`config.mk`:
```
export PLATFORM = sky130hd
export DESIGN_NAME = cla
export DESIGN_NICKNAME = d
export VERILOG_FILES = /design/src/rtl/cla_pkg.sv /design/src/rtl/cla_logic.sv /design/src/rtl/cla.sv
export SDC_FILE = /design/constraint.sdc
export NUM_CORES = 1
export LEC_CHECK = 0
export ABC_AREA = 1
export ABC_CLOCK_PERIOD_IN_PS = 800
export BUFFER_PORTS_ARGS = -buffer_cell sky130_fd_sc_hd__buf_2
export CAP_MARGIN = 20
export CELL_PAD_IN_SITES_DETAIL_PLACEMENT = 0
export CELL_PAD_IN_SITES_GLOBAL_PLACEMENT = 1
export CORE_AREA = 2 2 39 41
export CTS_BUF_LIST = sky130_fd_sc_hd__clkbuf_4 sky130_fd_sc_hd__clkbuf_8 sky130_fd_sc_hd__clkbuf_16
export DETAILED_ROUTE_END_ITERATION = 12
export DIE_AREA = 0 0 41 43
export PLACE_DENSITY_LB_ADDON = 0.1
export SYNTH_ARGS = -nofsm -noshare
export SYNTH_HDL_FRONTEND = slang
export SYNTH_HIERARCHICAL = 1
export SYNTH_SLANG_ARGS = --single-unit
```
`constraint.sdc`:
```
create_clock -name clk -period 0.8 [get_ports clk]
set_input_delay 0.04 -clock clk [delete_from_list [all_inputs] [get_ports clk]]
set_output_delay 0.04 -clock clk [all_outputs]
set_load 0.005 [all_outputs]
```
`src/rtl/cla_pkg.sv`:
```
// Shared constants for the 4-bit carry-lookahead group.
package cla_pkg;
  localparam int   GRP_W   = 4;
  localparam logic OUT_RST = 1'b0;

  // Output bundle order: {C4, C3, C2, C1, G, P}
  localparam int   OUT_W   = GRP_W + 2;
endpackage

```
`src/rtl/cla_logic.sv`:
```
// Flattened two-level carry-lookahead equations for one 4-bit group.
module cla_logic
  import cla_pkg::*;
(
  input  logic [GRP_W-1:0] g,
  input  logic [GRP_W-1:0] p,
  input  logic             cin,
  output logic [GRP_W:1]   c,
  output logic             g_grp,
  output logic             p_grp
);

  // Every carry is a sum of products of g/p/cin only; no carry feeds another.
  always_comb begin
    c[1] = g[0] | (p[0] & cin);
    c[2] = g[1] | (p[1] & g[0]) | (p[1] & p[0] & cin);
    c[3] = g[2] | (p[2] & g[1]) | (p[2] & p[1] & g[0])
         | (p[2] & p[1] & p[0] & cin);
    c[4] = g[3] | (p[3] & g[2]) | (p[3] & p[2] & g[1])
         | (p[3] & p[2] & p[1] & g[0])
         | (p[3] & p[2] & p[1] & p[0] & cin);
    g_grp = g[3] | (p[3] & g[2]) | (p[3] & p[2] & g[1])
          | (p[3] & p[2] & p[1] & g[0]);
    p_grp = &p;
  end

endmodule

```
`src/rtl/cla.sv`:
```
// 4-bit carry-lookahead unit with an optional one-cycle output register.
module cla
  import cla_pkg::*;
#(
  parameter bit OUT_REG = 1'b1
) (
  input  logic g0,
  input  logic p0,
  input  logic g1,
  input  logic p1,
  input  logic g2,
  input  logic p2,
  input  logic g3,
  input  logic p3,
  input  logic cin,
  output logic C1,
  output logic C2,
  output logic C3,
  output logic C4,
  output logic G,
  output logic P,
  input  logic clk,
  input  logic rst_n
);

  logic [GRP_W:1]   c_comb;
  logic             g_comb;
  logic             p_comb;
  logic [OUT_W-1:0] comb_out;
  logic [OUT_W-1:0] out_vec;

  cla_logic u_logic (
    .g     ({g3, g2, g1, g0}),
    .p     ({p3, p2, p1, p0}),
    .cin   (cin),
    .c     (c_comb),
    .g_grp (g_comb),
    .p_grp (p_comb)
  );

  assign comb_out = {c_comb, g_comb, p_comb};

  // No handshake: a new input set is accepted every cycle, results stream out.
  generate
    if (OUT_REG) begin : g_reg
      logic [OUT_W-1:0] out_q;
      always_ff @(posedge clk or negedge rst_n) begin
        if (!rst_n) out_q <= {OUT_W{OUT_RST}};
        else        out_q <= comb_out;
      end
      assign out_vec = out_q;
    end else begin : g_comb_out
      assign out_vec = comb_out;
    end
  endgenerate

  assign {C4, C3, C2, C1, G, P} = out_vec;

endmodule

```
Word level (Yosys, flattened, before mapping):

Cells that the tools add are included.

* input bits: 11
* word-level logic and storage cells: 28
* output and inout port bits: 6
* register bits: 6

* reductions and logical operators: 1
* bitwise operators: 26

Operators by type and width (count)
* $and A1 B1 Y1: 16
* $or A1 B1 Y1: 10
* $reduce_and A4 Y1: 1

Depth between registers and ports, before layout:

Gate-level depths: netlist of run 1.

* depth in word-level cells: 5
* gate-level depth with buffers: 4

Modules after synthesis:

The synthesis of run 1 kept the hierarchy.

By module, submodules not included
* cla: seq. area each 150.1 µm², instances 1, area each 150.1 µm², cells an instance 6
* cla_logic: seq. area each 0.0 µm², instances 1, area each 100.1 µm², cells an instance 19

Worst setup path after synthesis of run 1:

Ideal clock, no wire load.

* path type: input-to-reg
* start point: input port p3
* end point: register g_reg.out_q[5]
* path slack: 0.372 ns
* stages on the path: 2
* data arrival time: 0.299 ns
* path buffers: 0
* path through: a21oi_1 nand3_2

* word-level cells in the longest chain between the ends: 5
* elaborated cells between the ends (all ways): 11
* those cells by class: 11 x bitwise

RTL lines
* start, declared: line cla.sv:14 `input logic p3,`
* $and A1 B1 Y1 (on tied branches): line cla_logic.sv:19, cla_logic.sv:20, cla_logic.sv:21
* $or A1 B1 Y1, or another cell as far along (2 in a row): line cla_logic.sv:19 `c[4] = g[3] | (p[3] & g[2]) | (p[3] & p[2] & g[1])`
* $or A1 B1 Y1 / $and A1 B1 Y1 (equally long branches): line cla_logic.sv:20, cla_logic.sv:21
* $or A1 B1 Y1 *: line cla_logic.sv:21 `| (p[3] & p[2] & p[1] & p[0] & cin);`
* via c_comb (one bit): line cla.sv:26 `logic [GRP_W:1] c_comb;`
* end signal, assigned: line cla.sv:48 `if (!rst_n) out_q <= {OUT_W{OUT_RST}};`
* end signal, assigned: line cla.sv:49 `else out_q <= comb_out;`
* end, declared: line cla.sv:46 `logic [OUT_W-1:0] out_q;`

The timed path passes the listed nets; every way through them passes the cells marked *.

Worst setup path in the final report of run 1:

* start point: register g_reg.out_q[3]
* end point: output port C2

RTL lines
* end, declared: line cla.sv:17 `output logic C2,`

No word-level cell between the ends.

==> results of run 1 <==
[power groups by stage]
| stage | clock [mW] | combinational (mW) | sequential, mW |
|---|---|---|---|
| after CTS | 0.276 | 0.102 | 0.327 |
| after global routing | 0.290 | 0.115 | 0.328 |
| after detailed placement | 0 | 0.0982 | 0.331 |
| after global placement | 0 | 0.0971 | 0.331 |
| final | 0.257 | 0.100 | 0.327 |
| after floorplan | 0 | 0.0319 | 0.336 |
[Yosys cell counts]
cell type,number,area [um2]
nand3_2,1,10.0
inv_1,3,11.3
nor2_4,1,11.3
a21oi_1,3,15.0
dfrtp_1,6,150
nand3_1,2,10.0
nand2_2,3,18.8
o21ai_0,1,5.00
nand2_1,5,18.8
[cell type report]
class | instances | share of cell area [%]
inverter | 3 | 2.94
sequential | 6 | 39.2
multi-input combinational | 16 | 23.2
tap | 16 | 5.23
timing repair buffer | 17 | 23.5
clock buffer | 3 | 5.88
[cells in the final DEF (no fill, tap or decap)]
cell type,count
clkbuf_4,3
buf_2,16
nand2_2,3
dlygate4sd3_1,1
nand3_1,2
o21ai_0,1
nand3_2,1
a21oi_1,3
inv_1,3
dfrtp_1,6
nand2_1,5
nor2_4,1
[timing repair]
action	4_1_cts	5_1_grt
setup endpoints to repair	0	0
hold endpoints to repair	6	0
hold buffers	1	0
[how the worst min path moves through the flow]
stage / from / end / slack, ns / cells after the start
after floorplan: rst_n / g_reg.out_q[0]$_DFF_PN0_ / -0.26 / 0
final: g0 / g_reg.out_q[2]$_DFF_PN0_ / 0.01 / 3
after global routing: g3 / g_reg.out_q[5]$_DFF_PN0_ / 0.03 / 3
after global placement: rst_n / g_reg.out_q[4]$_DFF_PN0_ / -0.14 / 1
after detailed placement: rst_n / g_reg.out_q[3]$_DFF_PN0_ / -0.13 / 1
after CTS: g0 / g_reg.out_q[2]$_DFF_PN0_ / 0.001 / 3
[kinds of logic after synthesis]
group                  synth area share, %
and+or+nand+nor                       27.5
AOI/OAI and AO/OA                     8.00
buffers and inverters                 4.50
DFF                                   60.0
[routing by layer]
| layer | up-vias | routed length, um |
|---|---|---|
| li1 | 120 | - |
| met1 | 85 | 193 |
| met2 | 16 | 211 |
| met3 | 0 | 92 |
| met4 | 0 | 0 |
| met5 | - | 0 |
==> results.txt, run 1 <==
- Of the cells placed in the final design, the portion with a size suffix greater than 1 is 53.3%.
- For this run, global-route usage on met3 was measured as 2.09%.
* Max frequency: 1350 MHz
- DRT Pass-1 Iters: 1
* Largest regs: g_reg.out_q: 6 flops
- Initial Utilization: 18.1%
* Combined area of the multi-input logic cells: 88.8 um2
* Final hold violation count: 0
* Synthesis-stage register bit count: 6
- Count of yosys warnings during synthesis: 6
* Synthesized area per cell: 10.0 um2
- Final antenna-violating net count: 0
* Number of nets at the end of the flow: 58
- In this run, post-CTS repair resized a total of 0 instances.
- Synthesized Nets: 36
- For this run, design rule violations remaining after detail routing come to 0.
- The worst setup path is launched from a flop.
* TritonCTS clock tree: done
- End of the critical path: C2
* Detailed-route vias per instance: 3.62
- PwrDens: 1790 nW/um2
- Boundary Pins: 17
- Global routing consumed, on the met1 layer, 8.14% of the routing resources.
- Clock transition at the registers of the reported paths: 0.04 ns
- The region available for standard cell placement spans 1380 um2.
- Met2 Track Usage GR: 8.75%
- Setup repair after global routing left no endpoint under its margin.
- The tightest hold path in the finished design has a slack of 0.0138 ns.
* FP Rows: 14
- The number of antenna violations at the first check in global routing came to 0.
* Flip-flop and latch area: 150 um2
- The number of max-slew violations in the final report was 0.
- Along the worst path, the maximum fanout reaches 1.
* Final total negative setup slack: 0 ns
* Average routed wire per standard cell: 8.15 um
- Net switching is 21.1% of the power.
- VDD sags by at most 0.000413 V.
* Residual overflow from global routing: 0
- Headroom to the max-slew limit came out at 84.9%.
* Die Span X: 41 um
- The finished layout holds 61 standard cells, fillers aside.
- Post-Route WL: 497 um
- CTS built an H-tree with a depth of 1.
- The largest single stage delay on the critical path is 0.35 ns.
* TritonCTS Sinks: 6
* Reported net switching power: 0.144 mW
- Data arrival time at the worst-slack endpoint: 0.70 ns
* Number of setup violations in the final report: 0
- The slowest stage of the critical path is the dfrtp_1 cell.
* Vias after detailed routing: 221
- First-pass GRT wire length: 793 um
- Int Power: 0.540 mW
- Tracing the worst setup path back leads to its startpoint at g_reg.out_q[3]$_DFF_PN0_.
- In this run the cell area of the synthesized design comes to 250 um2.
- At the end of routability-driven placement, the weighted congestion stood at 0.615.
- After synthesis, the netlist uses 9 different library cells.
- 1st-iter DRT viols: 0
- Die Outline Area: 1760 um2
- Critical path start-end classification: reg -> out
* Final standard cell area without fillers: 383 um2
- STA puts the critical path data required time at 0.76 ns.
- Via count of the first global-routing pass: 219
- Critical-path cell list: buf_2
- In this run the most used layer during global routing was met4.
- In this run the number of cells on the critical path is 1.
- Overall Power: 0.684 mW
- After layout, the minimum clock period comes to 0.742 ns.
- Sequential cells account for 47.8% of the total power.
* Pre-CTS setup slack: 0.196 ns
- Result of the run: finished, final reports clean
- Count of buffering cells on the critical path with inverters included: 1
- Clk network pwr share: 37.6%
- Combinational logic is responsible for 14.6% of the overall power.
- Broken down by cell family, the worst path's largest delay share belongs to flip-flops.
- Post-CTS timing repair inserted 0 buffers for setup.
- Leak: 0.197 nW
- Number of flip-flops in the largest register: 6
* Number of clock buffers inserted by TritonCTS: 3
* Synth Instances: 25
- Max-cap violations in this run came to 0.
- Of the available clock period, the critical path in the final layout requires 92.7%.
- Sort of element at the end of the critical path: output pin
- Quantity of I/O buffers inserted on ports: 16
* Worst Tran Pin Value: 0.226 ns
- PnR worst setup slack: 0.0583 ns
- Counting the fill cells in the layout gives 149.
- Reg with most FFs: g_reg.out_q
* Clock root buffer: clkbuf_4
- Max Root-Sink Buffers: 2
- Cell area after placement: 350 um2
- Cell Count Post-Placement: 57
- The area growth from synthesis to layout is 53.0%.
- Proportion of synthesized chip area in sequential cells: 60.0%
- Global routing consumed, over all layers together, 7.26% of the routing resources.
- Core utilization of the finished layout: 27.7%
- The path class of the tightest hold or removal check is in -> reg.
- Pin count of the biggest net entering global routing: 7
- From bottom edge to top edge, the die measures 43 um.
- ANT cells: 0
(Power assumes the default switching activity.)
==> run 2: changes to the inputs <==
BUFFER_PORTS_ARGS = unset   (was -buffer_cell sky130_fd_sc_hd__buf_2)
DONT_BUFFER_PORTS = 1   (was unset)
==> run 2 against run 1 <==
  * The flow now finishes with violations (negative hold slack)
  * Global-route usage is 0.29 points higher
  * Via count is 0.90% higher
  * Combinational power is 8% lower
  * Core utilization is 2.8 points higher
  * Sequential power is 2% higher
  * Clock power is 2% higher
  * Hold slack worse by 0.051 ns
  * Cell count is 8.2% lower
  * Sequential share of layout area is 3.6 points lower
  * Critical endpoint is now g_reg.out_q[4]$_DFF_PN0_
==> results.txt, run 2 (synthesis results as in run 1) <==
- The number of routed nets with antenna violations came to 0 (unchanged).
* Buffer count from post-CTS setup fixing: 0 (unchanged)
* Post-Route WL: 564 um (+13%)
* Reported net switching power: 0.142 mW (-1.3%)
- The final RePlAce weighted congestion was 0.596 (-3.2%).
- Compared with the post-synthesis result, the final layout area differs by 68.5%.
* Clock root buffer: clkbuf_4
- Proportion of layout cells with a drive suffix above 1: 27.5% (-26 points)
- # hold bufs at CTS: 12 (+11)
- Result of the run: complete, but fails checks
* Total core area: 1380 um2 (unchanged)
- VDD IR max: 0.000444 V (+7.4%)
- The maximum frequency from static timing analysis is 1280 MHz (-5.0%).
- Shortest clock period the worst path allows after layout: 0.781 ns (+0.0392 ns)
- The total global routing overflow was 0 (unchanged).
* Max Root-Sink Buffers: 2 (unchanged)
- The effective utilization at floorplan is 18.1% (unchanged).
- PwrDens: 1630 nW/um2 (-8.6%)
- The largest registers in the layout are g_reg.out_q: 6 flops.
- Antenna violations before repair: 0 (unchanged)
- Leading cell type in the layout, fill and taps excluded: dlygate4sd3_1
- Headroom to the max-slew limit: 82.5% (-2.4 points)
- Fraction of the cycle the final worst path needs: 97.6% (+4.9 points)
- The number of placement rows was 14 (unchanged).
- Via count of the first global-routing pass: 261 (+19%)
- Required time of the critical path: 0.91 ns (+0.15 ns)
- Number of nets at the end of the flow: 53 (-8.6%)
- The portion of total power attributed to combinational logic was 13.3% (-1.3 points).
- Setup repair after global routing could not meet its margin everywhere.
* Quantity of I/O buffers inserted on ports: 0 (-16)
- The global-route total usage across every layer is 7.55% (+0.29 points).
- The worst hold path stage count was 2 (-1).
- Number of setup violations in the final report: 0 (unchanged)
- ANT cells: 0 (unchanged)
- Ranked by flip-flop count, first place goes to g_reg.out_q.
- Relative contribution of sequential cells to total power: 48.5% (+0.7 points)
- Final hold violation count: 2 (+2)
- STA classifies the critical path endpoint as a flop.
- DP HPWL: 441 um
- The actual slew at the worst max-slew pin was 0.261 ns (+0.0348 ns).
- The signal arrival time at the worst endpoint was 0.89 ns (+0.19 ns).
* Average routed wire per standard cell: 10.1 um (+24%)
* Worst-path fanout max: 2 (+1)
* Clk network pwr share: 38.2% (+0.6 points)
- Die Outline Area: 1760 um2 (unchanged)
* Most used cells in the layout excluding fill and tap cells: 12 x dlygate4sd3_1, 6 x dfrtp_1, 5 x nand2_2
- The leakage power total was 0.183 nW (-7.3%).
- The cell internal power dissipation came to 0.546 mW (+1.1%).
- Final total negative setup slack: 0 ns (unchanged)
- The length of the first detailed-routing pass in iterations is 2 (+1).
- The number of sinks handled by clock tree synthesis came to 6 (unchanged).
- The number of max-slew violations in the final report came to 0 (unchanged).
* Max Cap Violations: 0 (unchanged)
* DIE HEIGHT: 43 um (unchanged)
* Share of total power consumed by net switching: 20.7% (-0.40 points)
* 1st-iter DRT viols: 1 (+1)
- The checks that failed: negative hold slack.
- The via density per instance was 3.98 (+9.9%).
- Die Span X: 41 um (unchanged)
- Core utilization of the finished layout: 30.5% (+2.8 points)
- The register clock-pin slew on the reported worst setup and hold paths was 0.04 ns (about the same).
* Number of flip-flops in the largest register: 6 (unchanged)
- Critical path start-end classification: in -> reg
- Startpoint Class: input port
* CTS HTree Levels: 1 (unchanged)
- Vias after detailed routing: 223 (+0.90%)
- Hold Crit Class: in -> reg
- Post-route worst hold slack: -0.0375 ns (-0.0512 ns)
- The total clock buffers created by CTS came to 3 (unchanged).
* Boundary Pins: 17 (unchanged)
- The DRC violation count after routing was 0 (unchanged).
- Pin count of the biggest net entering global routing: 7 (unchanged)
- TritonCTS clock tree: done
* First-pass GRT wire length: 848 um (+6.9%)
[run 2: changes by cell type in the layout (fill, tap and decap cells not counted)]
cell,before,now
a21oi_1,3,2
dlygate4sd3_1,1,12
a21oi_2,0,1
nand2_2,3,5
nand2_1,5,3
buf_2,16,0
[run 2: cell type report]
type                            instances  area [um2]
Clock buffer                            3        22.5
Multi-Input combinational cell         16        97.6
Fill cell                             142         962
Tap cell                               16        20.0
Timing Repair Buffer                   12         120
Sequential cell                         6         150
Inverter                                3        11.3
[run 2: critical path: stages]
cell           delay, ns
dlygate4sd3_1       0.55
a21oi_1             0.19
o21ai_0             0.11
[run 2: metrics by stage]
step | total power [mW] | hold slack (ns) | cells | setup slack [ns] | instance area [um2]
floorplan | 0.368 | -0.256 | 25 | 0.372 | 250
global placement | 0.377 | -0.255 | 41 | 0.319 | 270
detailed placement | 0.377 | -0.255 | 41 | 0.310 | 270
CTS | 0.698 | -0.0437 | 56 | 0.0114 | 413
global route | 0.729 | -0.0240 | 56 | -0.0213 | 422
finish | 0.688 | -0.0375 | 56 | 0.0192 | 422
[run 2: metal layers]
layer  vias up  track usage, %  share of wire (%)
met1        95            6.80                 37
li1        112               -                  -
met5         -               0                  0
met3         0            1.57                 15
met4         0            8.00                  0
met2        16            12.2                 48
[run 2: final timing paths]
| path | endpoint | from | slack (ns) |
|---|---|---|---|
| setup / recovery | g_reg.out_q[4]$_DFF_PN0_ | cin | 0.02 |
| hold / removal | g_reg.out_q[3]$_DFF_PN0_ | p1 | -0.04 |
| max in group asynchronous | g_reg.out_q[2]$_DFF_PN0_ | rst_n | 0.48 |
| min in group asynchronous | g_reg.out_q[0]$_DFF_PN0_ | rst_n | 0.11 |
[run 2: power by group through the flow]
stage / Sequential [mW] / Combinational (mW) / Clock, mW
floorplan: 0.336 / 0.0319 / 0
global placement: 0.338 / 0.0388 / 0
detailed placement: 0.339 / 0.0383 / 0
CTS: 0.334 / 0.0872 / 0.276
global route: 0.336 / 0.104 / 0.289
finish: 0.334 / 0.0918 / 0.263
[run 2: repair_timing]
action	in CTS	in global routing
endpoints found under the setup margin	0	3
hold endpoints to repair	12	2
resized for setup	0	3
